==> src/rtl/sti_rx_if.sv <==
// sti_rx_if -- bus bundle for the serial-to-byte receiver.
//   si_data/si_valid      : serial bit stream from the upstream transmitter
//   cfg_length/cfg_msb    : frame length (8*(n+1) bits) and bit order
//   out_data/out_addr     : assembled byte and its running byte address
//   out_valid/out_ready   : byte handshake toward the consumer
//   frame_done/frame_err/overrun : one-cycle status pulses
// master = the environment (transmitter + consumer), slave = sti_rx.
interface sti_rx_if;
   logic       si_data;
   logic       si_valid;
   logic [1:0] cfg_length;
   logic       cfg_msb;
   logic [7:0] out_data;
   logic [7:0] out_addr;
   logic       out_valid;
   logic       out_ready;
   logic       frame_done;
   logic       frame_err;
   logic       overrun;

   modport master (
      output si_data, si_valid, cfg_length, cfg_msb, out_ready,
      input  out_data, out_addr, out_valid, frame_done, frame_err, overrun
   );

   modport slave (
      input  si_data, si_valid, cfg_length, cfg_msb, out_ready,
      output out_data, out_addr, out_valid, frame_done, frame_err, overrun
   );
endinterface

==> src/rtl/sti_rx.sv <==
// sti_rx -- serial frame receiver. Collects one contiguous si_valid run,
// checks its length against the configured 8/16/24/32 bits, then drains
// the assembled bytes one per handshake with an auto-incrementing address.
// Ports:
//   clk   : single clock, rising edge
//   reset : synchronous, active high
//   bus   : sti_rx_if.slave (serial input, config, byte output, status)
module sti_rx (
   input  logic     clk,
   input  logic     reset,
   sti_rx_if.slave  bus
);

   typedef enum logic [1:0] {IDLE, RECV, CHECK, DRAIN} state_e;

   state_e          state_q, state_d;
   logic [5:0]      count_q, count_d;      // bits seen, saturates at 33
   logic [1:0]      len_q, len_d;
   logic            msb_q, msb_d;
   logic [3:0][7:0] stage_q, stage_d;
   logic [1:0]      idx_q, idx_d;
   logic [7:0]      addr_q, addr_d;
   logic            done_q, done_d;
   logic            err_q, err_d;
   logic            ovr_q, ovr_d;

   logic [5:0]      exp_cnt;
   logic            len_ok;
   logic            accept;
   logic            last;
   logic [4:0]      pos;
   logic            msb_use;
   logic [2:0]      bsel;

   // Expected bit count 8*(len+1), from the length latched at frame start.
   assign exp_cnt = {({1'b0, len_q} + 3'd1), 3'b000};
   assign len_ok  = (count_q == exp_cnt);
   assign accept  = (state_q == DRAIN) && bus.out_ready;
   assign last    = (idx_q == len_q);

   // Bit position of the incoming bit; the first bit arrives in IDLE before
   // the config is latched, so use the live cfg_msb for it.
   assign pos     = (state_q == IDLE) ? 5'd0 : count_q[4:0];
   assign msb_use = (state_q == IDLE) ? bus.cfg_msb : msb_q;
   assign bsel    = msb_use ? ~pos[2:0] : pos[2:0];

   // ---------------- state register ----------------
   always_ff @(posedge clk) begin
      if (reset) state_q <= IDLE;
      else       state_q <= state_d;
   end

   // ---------------- next-state logic ----------------
   always_comb begin
      state_d = state_q;
      case (state_q)
         IDLE:  if (bus.si_valid)    state_d = RECV;
         RECV:  if (!bus.si_valid)   state_d = CHECK;
         CHECK: state_d = len_ok ? DRAIN : IDLE;
         DRAIN: if (accept && last)  state_d = IDLE;
         default: state_d = IDLE;
      endcase
   end

   // ---------------- outputs ----------------
   always_comb begin
      bus.out_valid  = (state_q == DRAIN);
      bus.out_data   = stage_q[idx_q];
      bus.out_addr   = addr_q;
      bus.frame_done = done_q;
      bus.frame_err  = err_q;
      bus.overrun    = ovr_q;
   end

   // ---------------- datapath next-state ----------------
   always_comb begin
      count_d = count_q;
      len_d   = len_q;
      msb_d   = msb_q;
      stage_d = stage_q;
      idx_d   = idx_q;
      addr_d  = addr_q;
      done_d  = 1'b0;
      err_d   = 1'b0;
      ovr_d   = 1'b0;
      case (state_q)
         IDLE: begin
            if (bus.si_valid) begin
               stage_d              = '0;
               stage_d[0][bsel]     = bus.si_data;
               len_d                = bus.cfg_length;
               msb_d                = bus.cfg_msb;
               count_d              = 6'd1;
            end
         end
         RECV: begin
            if (bus.si_valid) begin
               // Bits past the 32nd are counted (to flag the mismatch) but not stored.
               if (!count_q[5])        stage_d[pos[4:3]][bsel] = bus.si_data;
               if (count_q != 6'd33)   count_d = count_q + 6'd1;
            end
         end
         CHECK: begin
            idx_d = 2'd0;
            ovr_d = bus.si_valid;
            if (!len_ok) begin
               err_d   = 1'b1;
               stage_d = '0;
            end
         end
         DRAIN: begin
            ovr_d = bus.si_valid;
            if (accept) begin
               addr_d = addr_q + 8'd1;
               if (last) begin
                  done_d = 1'b1;
                  idx_d  = 2'd0;
               end else begin
                  idx_d  = idx_q + 2'd1;
               end
            end
         end
         default: ;
      endcase
   end

   always_ff @(posedge clk) begin
      if (reset) begin
         count_q <= '0;
         len_q   <= '0;
         msb_q   <= 1'b0;
         stage_q <= '0;
         idx_q   <= '0;
         addr_q  <= '0;
         done_q  <= 1'b0;
         err_q   <= 1'b0;
         ovr_q   <= 1'b0;
      end else begin
         count_q <= count_d;
         len_q   <= len_d;
         msb_q   <= msb_d;
         stage_q <= stage_d;
         idx_q   <= idx_d;
         addr_q  <= addr_d;
         done_q  <= done_d;
         err_q   <= err_d;
         ovr_q   <= ovr_d;
      end
   end

endmodule

==> src/flat_wrapper.sv <==
// flat-port wrapper written by rule: the top's interface ports become plain ports
module sti_rx_flat 
  (clk, reset, bus_si_data, bus_si_valid, bus_cfg_length, bus_cfg_msb, bus_out_ready, bus_out_data, bus_out_addr, bus_out_valid, bus_frame_done, bus_frame_err, bus_overrun);
  sti_rx_if bus_i ();
  input  logic clk;
  input  logic reset;
  input wire logic [$bits(bus_i.si_data)-1:0] bus_si_data;
  input wire logic [$bits(bus_i.si_valid)-1:0] bus_si_valid;
  input wire logic [$bits(bus_i.cfg_length)-1:0] bus_cfg_length;
  input wire logic [$bits(bus_i.cfg_msb)-1:0] bus_cfg_msb;
  input wire logic [$bits(bus_i.out_ready)-1:0] bus_out_ready;
  output wire logic [$bits(bus_i.out_data)-1:0] bus_out_data;
  output wire logic [$bits(bus_i.out_addr)-1:0] bus_out_addr;
  output wire logic [$bits(bus_i.out_valid)-1:0] bus_out_valid;
  output wire logic [$bits(bus_i.frame_done)-1:0] bus_frame_done;
  output wire logic [$bits(bus_i.frame_err)-1:0] bus_frame_err;
  output wire logic [$bits(bus_i.overrun)-1:0] bus_overrun;
  assign bus_i.si_data = bus_si_data;
  assign bus_i.si_valid = bus_si_valid;
  assign bus_i.cfg_length = bus_cfg_length;
  assign bus_i.cfg_msb = bus_cfg_msb;
  assign bus_i.out_ready = bus_out_ready;
  assign bus_out_data = bus_i.out_data;
  assign bus_out_addr = bus_i.out_addr;
  assign bus_out_valid = bus_i.out_valid;
  assign bus_frame_done = bus_i.frame_done;
  assign bus_frame_err = bus_i.frame_err;
  assign bus_overrun = bus_i.overrun;
  sti_rx u_core (.clk(clk), .reset(reset), .bus(bus_i));
endmodule
==> config.mk <==
export PLATFORM = sky130hd
export DESIGN_NAME = sti_rx_flat
export DESIGN_NICKNAME = d
export VERILOG_FILES = /design/src/rtl/sti_rx_if.sv /design/src/rtl/sti_rx.sv /design/src/flat_wrapper.sv
export SDC_FILE = /design/constraint.sdc
export NUM_CORES = 1
export LEC_CHECK = 0
export CORE_ASPECT_RATIO = 0.8
export CORE_MARGIN = 2
export CORE_UTILIZATION = 53
export CTS_BUF_LIST = sky130_fd_sc_hd__clkbuf_16
export DETAILED_ROUTE_END_ITERATION = 8
export HOLD_SLACK_MARGIN = 0.1
export PLACE_DENSITY = 0.75
export RECOVER_POWER = 100
export SLEW_MARGIN = 20
export SYNTH_ARGS = -nofsm -noshare
export SYNTH_HDL_FRONTEND = slang
export SYNTH_SLANG_ARGS = --single-unit
==> constraint.sdc <==
create_clock -name clk -period 1.9 [get_ports clk]
set_input_delay 0.38 -clock clk [delete_from_list [all_inputs] [get_ports clk]]
set_output_delay 0.38 -clock clk [all_outputs]
set_load 0.02 [all_outputs]
# ---- Word level (Yosys, flattened, before mapping)
# Cells that the tools add are included.
dict set report word_totals {
  ff_bits 56
  in_bits 8
  out_inout_bits 20
  elab_cells 89
}
dict set report op_classes {
  addsub 4
  magnitude_cmp 5
  n_eq_ne 14
  muxes 29
  bitwise 6
  n_reduce_logical 18
}
# op count
set ops {}
lappend ops {{2-to-1 mux 32 bit} 4}
lappend ops {{case mux 32 bit (3 select lines)} 1}
lappend ops {{bitwise mux 32 bit} 1}
lappend ops {{2-to-1 mux 6 bit} 3}
lappend ops {{binary-select mux 8 bit (select 2 bit)} 1}
lappend ops {{demux 8 bit (select 2 bit)} 1}
lappend ops {{2-to-1 mux 8 bit} 2}
lappend ops {{2-to-1 mux 2 bit} 6}
lappend ops {{case mux 6 bit (2 select lines)} 1}
lappend ops {{!= test 2 bit, second input constant} 5}
lappend ops {{adder 8 x 1 -> 8 bit, second input constant} 1}
lappend ops {{AND 8 bit} 1}
lappend ops {{case mux 2 bit (4 select lines)} 1}
lappend ops {{adder 6 x 1 -> 6 bit, second input constant} 1}
lappend ops {{== test 6 bit} 1}
lappend ops {{< comparator 2 x 3 -> 1 bit, second input constant} 2}
lappend ops {{!= test 2 x 1 -> 1 bit, second input constant} 3}
lappend ops {{!= test 6 bit, second input constant} 1}
lappend ops {{AND reduction 2 bit} 3}
lappend ops {{OR reduction 2 bit} 3}
lappend ops {{2-to-1 mux 5 bit} 1}
lappend ops {{AND reduction 5 bit} 1}
lappend ops {{== test 2 bit, second input constant} 2}
lappend ops {{logical AND 1 bit} 4}
lappend ops {{19 further kinds} 26}

# ---- Logic depth before layout (Yosys ltp)
# Gate-level depths: netlist of run 1.
dict set report depth {
  depth_word 14
  mapped_depth 9
  mapped_depth_nobuf 6
}

# ---- Least setup slack after synthesis of run 1
# OpenSTA, ideal clock, no wires.
dict set report synth_path {
  kind {register to register}
  startpoint {register u_core.count_q[1]}
  endpoint {register u_core.stage_q[0] (netlist bit)}
  setup_time_ns 0.092
  arrival_time_ns 1.886
  t_required_ns 1.808
  setup_slack_ns -0.078
  path_stages_with_launch 8
  path_buffers 1
  period_less_slack_ns 1.978
  cell_sequence {dfxtp_1 -> clkbuf_1 -> inv_1 -> ha_1 -> nand3b_1 -> and4bb_1 -> a2111o_1 -> o32ai_1}
}
dict set report synth_between {
  elab_chain_len 13
  elab_cells_between_ends 19
  classes_between {2 x order compare; 2 x eq/ne; 11 x mux; 2 x bitwise; 2 x reduce/logical}
}
# element line
set synth_rtl {}
lappend synth_rtl {{start: declaration} sti_rx.sv:17} ;# logic [5:0] count_q, count_d;
lappend synth_rtl {{start signal: assignment} sti_rx.sv:139} ;# count_q <= count_d;
lappend synth_rtl {{2-to-1 mux 5 bit} sti_rx.sv:43} ;# assign pos = (state_q == IDLE) ? 5'd0 : count_q[4:0];
lappend synth_rtl {{inverter 3 bit} sti_rx.sv:45} ;# assign bsel = msb_use ? ~pos[2:0] : pos[2:0];
lappend synth_rtl {{2-to-1 mux 3 bit} sti_rx.sv:45}
lappend synth_rtl {{< comparator 3 x 4 -> 1 bit (not written as such) / greater-or-equal comparator 3 x 1 -> 1 bit (equally long branches)} {sti_rx.sv:90, sti_rx.sv:99}}
lappend synth_rtl {{logical AND 1 bit (not written as such)} {sti_rx.sv:90, sti_rx.sv:99}}
lappend synth_rtl {{2-to-1 mux 1 bit (not written as such)} {sti_rx.sv:90, sti_rx.sv:99}}
lappend synth_rtl {{demux 1 bit (select 3 bit)} -}
lappend synth_rtl {{2-to-1 mux 8 bit (not written as such)} sti_rx.sv:99} ;# if (!count_q[5]) stage_d[pos[4:3]][bsel] = bus.si_data;
lappend synth_rtl {{demux 8 bit (select 2 bit)} -}
lappend synth_rtl {{bitwise mux 32 bit} sti_rx.sv:99}
lappend synth_rtl {{2-to-1 mux 32 bit} sti_rx.sv:99}
lappend synth_rtl {{2-to-1 mux 32 bit} sti_rx.sv:97} ;# if (bus.si_valid) begin
lappend synth_rtl {{case mux 32 bit (3 select lines)} sti_rx.sv:86} ;# case (state_q)
lappend synth_rtl {{end signal: assignment} sti_rx.sv:142} ;# stage_q <= stage_d;
lappend synth_rtl {{end: declaration} sti_rx.sv:20} ;# logic [3:0][7:0] stage_q, stage_d;
# Parallel ways exist; a longest one is shown, timed or not. The select of a mux whose other input is x is not followed.
# A chain may end at the register's enable or synchronous reset.

# ---- Final worst setup path of run 1
dict set report layout_path {
  startpoint {register u_core.state_q[0]}
  endpoint {register u_core.stage_q[7] (netlist bit)}
}
dict set report layout_between {
  elab_chain_len 14
  elab_cells_between_ends 29
  classes_between {4 x order compare; 6 x eq/ne; 12 x mux; 2 x bitwise; 5 x reduce/logical}
}
# element line
set layout_rtl {}
lappend layout_rtl {{start: declaration} sti_rx.sv:16} ;# state_e state_q, state_d;
lappend layout_rtl {{start signal: assignment} sti_rx.sv:50} ;# else state_q <= state_d;
lappend layout_rtl {{zero test 2 bit} {sti_rx.sv:43, sti_rx.sv:44, sti_rx.sv:86}}
lappend layout_rtl {{2-to-1 mux 5 bit} sti_rx.sv:43}
lappend layout_rtl {{inverter 3 bit} sti_rx.sv:45}
lappend layout_rtl {{2-to-1 mux 3 bit} sti_rx.sv:45}
lappend layout_rtl {{< comparator 3 x 4 -> 1 bit (not written as such) / greater-or-equal comparator 3 x 1 -> 1 bit (equally long branches)} {sti_rx.sv:90, sti_rx.sv:99}}
lappend layout_rtl {{logical AND 1 bit (not written as such)} {sti_rx.sv:90, sti_rx.sv:99}}
lappend layout_rtl {{2-to-1 mux 1 bit (not written as such)} {sti_rx.sv:90, sti_rx.sv:99}}
lappend layout_rtl {{demux 1 bit (select 3 bit)} -}
lappend layout_rtl {{2-to-1 mux 8 bit (not written as such)} sti_rx.sv:99}
lappend layout_rtl {{demux 8 bit (select 2 bit)} -}
lappend layout_rtl {{bitwise mux 32 bit} sti_rx.sv:99}
lappend layout_rtl {{2-to-1 mux 32 bit} sti_rx.sv:99}
lappend layout_rtl {{2-to-1 mux 32 bit} sti_rx.sv:97}
lappend layout_rtl {{case mux 32 bit (3 select lines)} sti_rx.sv:86}
# Parallel ways exist; a longest one is shown, timed or not. The select of a mux whose other input is x is not followed.

==> impl_metrics.tcl, run 1 <==
set metrics [dict create \
    start_kind "register" \
    clockBufferDepth 2 \
    grt_max_degree 22 \
    cts_tree "done" \
    hpwl_mm 6.55 \
    worst_slew_pin_slew_ns 0.694 \
    holdPathStages 1 \
    start_util 0.545 \
    place_ws_ns -0.151 \
    routabilityCongestion 0.855 \
    grt_pass1_wl_mm 15.4 \
    grt_remaining_overflow 0 \
    fmax_mhz 530 \
    io_pins 28 \
    multi_input_area_um2 2250 \
    status "finished, final reports clean" \
    clk_pin_slew_ns 0.07 \
    die_w_um 94.5 \
    p_clk_frac 0.226 \
    peakVddDrop_uv 498 \
    cts_max_level 2 \
    ys.flop_type "dfxtp_1" \
    r2r_cells 6 \
    dr.first_iter.drc_count 311 \
    yosys_warnings 0 \
    endpoint_kind "register" \
    postSynthRegisterBits 56 \
    relSlewSlack 0.537 \
    finClkSkew_ns 0.00761 \
    ys_async_sr_fraction 0 \
    wirelength_mm 9.51 \
    worstSetupPathType "register to register" \
    first_pass_iters 5 \
    syn_avg_cell_area_um2 9.12 \
    drc 0 \
    io_buffers 27 \
    switching_share 0.370 \
    comb_power_share 0.458 \
    dieArea_um2 7220 \
    syn_inst 381 \
    clock_sinks 56 \
    critPathRequiredTime_ns 2.10 \
    antenna_left 0 \
    arrival_ns 2.08 \
    antenna_found_initial 0 \
    period_share 0.993 \
    intPower_mw 2.58 \
    regArea_um2 1120 \
    hold_viol 0 \
    rsz0062_at_grt "true" \
    diodes 0 \
    post_route_cells_drive_above_1_share 0.256 \
    syn_nets 398 \
    use_met1 0.396 \
    cts_root_buf "clkbuf_16" \
    maxCapViolCount 0 \
    cts_buffers 5 \
    placementRows 26 \
    drv_slew 0 \
    synth_area_um2 3470 \
    wire_per_inst_um 18.4 \
    num_vias 3311 \
    worstHoldPathType "register to register" \
    die_y_um 76.4 \
    powerDensity_nw_per_um2 941 \
    avgViaCountPerCell 6.39 \
    setup_viol 0 \
    track_usage 0.270 \
    synth_edf_count 0 \
    synth-seq-area-share 0.323 \
    fin_crit_ns 1.89 \
    busiest_layer "met2" \
    p_sw_mw 1.51 \
    fin_nets 450 \
    area_growth_pct 25.3 \
    worst_slack_ns 0.0132 \
    first_global_vias 3117 \
    use_met3 0.0524 \
    clock_latency_ns 0.30 \
    cp_max_fo 11 \
    p_seq_frac 0.316 \
    fillers 532 \
    p_total_mw 4.10 \
    met2_usage 0.398 \
    core-area_um2 6380 \
    hold_buffers 0 \
    leakagePower_nw 1.57 \
    yosysUniqueCellTypes 57 \
]
## cell usage in the layout (no fill, tap or decap), types with 7 or more instances in the layout
master and n:
a211oi_1 10, a21oi_1 14, a22oi_1 19, and4b_1 8, and4bb_2 7, buf_12 7
buf_4 34, clkbuf_2 7, dfxtp_1 53, dlygate4sd3_1 13, ha_1 7, inv_1 13
mux4_2 8, nand2_1 14, nand2b_1 14, nand3_1 7, nand4_1 9, nor2_1 18
o21ai_0 37, o2bb2ai_1 13, xnor2_1 7, xor2_1 7
## final timing paths
path	from	endpoint	slack [ns]
max	u_core.state_q[0]	u_core.stage_q[7]	0.01
min	u_core.stage_q[19]	u_core.stage_q[19]	0.49
max reg2reg	u_core.state_q[0]	u_core.stage_q[7]	0.01
min reg2reg	u_core.stage_q[19]	u_core.stage_q[19]	0.49
## power by group through the flow
stage          logic, mW  registers, mW  clock network [mW]
6_report            1.87           1.30               0.926
5_1_grt             2.00           1.30                1.00
4_1_cts             1.76           1.29               0.943
3_5_place_dp        1.72           1.32                   0
3_3_place_gp        1.68           1.31                   0
2_1_floorplan       1.03           1.32                   0
## what timing repair did
item,CTS,global route
setup buffers,0,3
gates resized for setup,40,18
cloned,0,2
pin swaps,0,3
endpoints found under the setup margin,24,39
## cell families after synthesis
logic type,after synthesis,share of synthesized area
AOI/OAI and AO/OA,133,0.274
and+or+nand+nor,115,0.216
DFF,56,0.323
buffers and inverters,43,0.0576
xor gates and xnor gates,15,0.0378
muxes,10,0.0587
adders and majority gates,9,0.0324
## per-stage QoR
| stage | setup TNS, ns | area (µm²) | hold slack (ns) | utilization | cells |
|---|---|---|---|---|---|
| final | 0 | 4350 | 0.487 | 0.683 | 518 |
| after detailed placement | -3.02 | 4110 | 0.471 | 0.644 | 505 |
| after global placement | -2.47 | 4110 | 0.467 | 0.644 | 505 |
| after CTS | 0 | 4240 | 0.488 | 0.665 | 513 |
| after floorplan | 0 | 3480 | 0.449 | - | 381 |
| after global routing | -0.606 | 4350 | 0.498 | 0.683 | 518 |
## critical path, cell delays in order (launching register included)
cell	delay, ns
dfxtp_1	0.35
buf_4	0.15
ha_4	0.15
clkbuf_2	0.25
o21ai_0	0.15
a2111o_1	0.46
o32ai_1	0.29
## final cells by class
type | count | area share
multi-input combinational | 282 | 0.516
tap | 84 | 0.0241
inverter | 14 | 0.0121
clock buffer | 5 | 0.0287
clock inverter | 3 | 0.00460
timing repair buffer | 74 | 0.156
sequential | 56 | 0.258
## routing by layer
| metal | wire length (µm) | share of wire | vias to the layer above |
|---|---|---|---|
| met2 | 4240 | 0.45 | 148 |
| met1 | 4360 | 0.46 | 1571 |
| met5 | 0 | 0 | - |
| met4 | 153 | 0.016 | 0 |
| met3 | 760 | 0.080 | 19 |
| li1 | - | - | 1573 |
## state kept, by name, indices dropped and copies added (netlist names)
signal / flops
u_core.state_q: 2
u_core.bus.out_addr: 8
u_core.bus.overrun: 1
u_core.bus.frame_done: 1
u_core.stage_q: 32
u_core.bus.frame_err: 1
u_core.msb_q: 1
u_core.len_q: 2
u_core.count_q: 6
u_core.idx_q: 2
## synthesized netlist by cell type (3+ instances only)
library cell | number | area, µm²
dfxtp_1 | 56 | 1120
o21ai_0 | 37 | 185
nor2_1 | 22 | 82.6
a22oi_1 | 19 | 143
o2bb2ai_1 | 18 | 158
a21oi_1 | 14 | 70.1
inv_1 | 14 | 52.6
nand2_1 | 14 | 52.6
nand2b_1 | 14 | 87.6
clkbuf_1 | 13 | 48.8
a211oi_1 | 10 | 75.1
ha_1 | 9 | 113
nand4_1 | 9 | 56.3
and4b_1 | 8 | 80.1
buf_2 | 8 | 40.0
mux4_2 | 8 | 180
xnor2_1 | 8 | 70.1
and4bb_2 | 7 | 87.6
nand3_1 | 7 | 35.0
xor2_1 | 7 | 61.3
or2_2 | 6 | 37.5
a311oi_1 | 5 | 43.8
nor3_1 | 4 | 20.0
nor4b_1 | 4 | 35.0
o211ai_1 | 4 | 30.0
or3_1 | 4 | 25.0
a211o_1 | 3 | 26.3
buf_6 | 3 | 33.8
o2111a_1 | 3 | 33.8
o2111ai_1 | 3 | 26.3
o21bai_1 | 3 | 22.5
o31ai_1 | 3 | 22.5
Note: power is estimated with default switching activity, not from simulation.
==> run 2: changes to the inputs <==
--- a/config.mk
+++ b/config.mk
@@ -8,7 +8,6 @@
 export CORE_ASPECT_RATIO = 0.8
 export CORE_MARGIN = 2
 export CORE_UTILIZATION = 53
-export CTS_BUF_LIST = sky130_fd_sc_hd__clkbuf_16
 export DETAILED_ROUTE_END_ITERATION = 8
 export HOLD_SLACK_MARGIN = 0.1
 export PLACE_DENSITY = 0.75
==> run 2 against run 1 <==
Register-to-register slack better by 0.03 ns. Sequential power barely moved. Flip-flop and latch count unchanged. Critical path depth fell by 3. Setup slack better by 0.0065 ns. Non-clock buffer count down 2. Clock skew rose by 0.0028 ns. Fmax grew 0.34%. Power fell by 6.2%. Largest cell class unchanged. Largest power group unchanged.
==> impl_metrics.tcl, run 2 (synthesis results as in run 1) <==
set metrics [dict create \
    dr.first_iter.drc_count 273 \
    largest_register "u_core.stage_q" \
    clock_sinks 56 \
    drv_slew 0 \
    first_pass_iters 5 \
    hold_viol 0 \
    period_share 0.990 \
    leakagePower_nw 1.52 \
    worstHoldPathType "register to register" \
    powerDensity_nw_per_um2 904 \
    fillers 557 \
    start_util 0.545 \
    fmax_mhz 532 \
    grt_pass1_wl_mm 15.3 \
    hpwl_mm 6.55 \
    cts_max_level 2 \
    place_ws_ns -0.151 \
    peakVddDrop_uv 430 \
    layout_commonest_cell "dfxtp_1" \
    wirelength_mm 9.35 \
    clock_latency_ns 0.31 \
    avgViaCountPerCell 6.41 \
    fin_nets 448 \
    final_cell_mix "dfxtp_1 (52), o21ai_0 (37), buf_4 (32), a22oi_1 (19)" \
    die_w_um 94.5 \
    clockBufferDepth 2 \
    cts_tree "done" \
    finClkSkew_ns 0.0104 \
    post_route_cells_drive_above_1_share 0.243 \
    setup_viol 0 \
    antenna_found_initial 0 \
    grt_remaining_overflow 0 \
    worst_slew_pin_slew_ns 0.552 \
    first_global_vias 3103 \
    dieArea_um2 7220 \
    grt_max_degree 22 \
    worstSetupPathType "register to output pin" \
    fin_tns_setup_ns 0 \
    cts_buffers 5 \
    endpoint_kind "output pin" \
    start_kind "register" \
    wire_per_inst_um 18.1 \
    core-area_um2 6380 \
    die_y_um 76.4 \
    diodes 0 \
    relSlewSlack 0.627 \
    cts_root_buf "clkbuf_8" \
    arrival_ns 1.50 \
    largest_register_ffs 32 \
    cp_max_fo 9 \
    clk_pin_slew_ns 0.11 \
    status "finished, final reports clean" \
    fin_crit_ns 1.88 \
    io_pins 28 \
    rsz0062_at_grt "true" \
    num_vias 3307 \
    antenna_left 0 \
    io_buffers 27 \
    area_growth_pct 22.4 \
    critPathRequiredTime_ns 1.52 \
    placementRows 26 \
    track_usage 0.264 \
    drc 0 \
    routabilityCongestion 0.855 \
    maxCapViolCount 0 \
    worst_slack_ns 0.0197 \
]
run 2: final timing paths:
| path | from | cells past startpoint | slack [ns] | end |
|---|---|---|---|---|
| hold reg to reg | u_core.stage_q[17] | 1 | 0.49 | u_core.stage_q[17] |
| setup / recovery | u_core.idx_q[0] | 3 | 0.02 | bus_out_data[0] |
| hold / removal | u_core.stage_q[17] | 1 | 0.49 | u_core.stage_q[17] |
| setup reg to reg | u_core.state_q[0] | 7 | 0.04 | u_core.stage_q[16] |
run 2: layer usage:
metal / vias up / global-route usage / wire [µm]
met5: - / 0 / 0
met4: 0 / 0.0725 / 109
met3: 15 / 0.0386 / 732
met2: 173 / 0.394 / 4240
met1: 1544 / 0.397 / 4270
li1: 1575 / - / -
run 2: metrics by stage:
step | hold slack [ns] | total power [mW] | area (µm²) | instances | utilization
floorplan | 0.449 | 2.35 | 3480 | 381 | -
global placement | 0.467 | 2.99 | 4110 | 505 | 0.644
detailed placement | 0.471 | 3.03 | 4110 | 505 | 0.644
CTS | 0.492 | 3.73 | 4180 | 513 | 0.656
global route | 0.503 | 4.04 | 4250 | 516 | 0.667
finish | 0.490 | 3.84 | 4250 | 516 | 0.667
run 2: layout make-up:
type / instances / area [µm²] / area share
Sequential cell: 56 / 1130 / 0.265
Clock inverter: 2 / 16.3 / 0.00383
Inverter: 14 / 52.6 / 0.0124
Tap cell: 84 / 105 / 0.0247
Multi-Input combinational cell: 282 / 2240 / 0.527
Clock buffer: 6 / 72.6 / 0.0171
Timing Repair Buffer: 72 / 637 / 0.150
run 2: report_power, final:
| part | switching (mW) | internal, mW | leakage [nW] |
|---|---|---|---|
| sequential | 0.0578 | 1.24 | 0.454 |
| combinational | 1.02 | 0.859 | 1.02 |
| clock | 0.402 | 0.264 | 0.0414 |
| total | 1.48 | 2.36 | 1.52 |
run 2: worst max-delay path, stage by stage (launching register included):
cell,delay [ns]
dfxtp_2,0.35
buf_12,0.14
mux4_2,0.51
buf_2,0.18
run 2: what timing repair did:
item                       CTS  global route
setup endpoints to repair   27            40
buffers inserted             0             2
cloned                       0             1
hold buffers                 0             0
gates resized for setup     39            19
pin swaps                    0             4
==> run 3: changes to the inputs <==
--- a/config.mk
+++ b/config.mk
@@ -8,11 +8,11 @@
 export CORE_ASPECT_RATIO = 0.8
 export CORE_MARGIN = 2
 export CORE_UTILIZATION = 53
+export CTS_CLUSTER_SIZE = 20
 export DETAILED_ROUTE_END_ITERATION = 8
 export HOLD_SLACK_MARGIN = 0.1
 export PLACE_DENSITY = 0.75
 export RECOVER_POWER = 100
-export SLEW_MARGIN = 20
 export SYNTH_ARGS = -nofsm -noshare
 export SYNTH_HDL_FRONTEND = slang
 export SYNTH_SLANG_ARGS = --single-unit
==> results of run 3 <==
The final DEF is identical to that of run 2; final timing and power are the same.
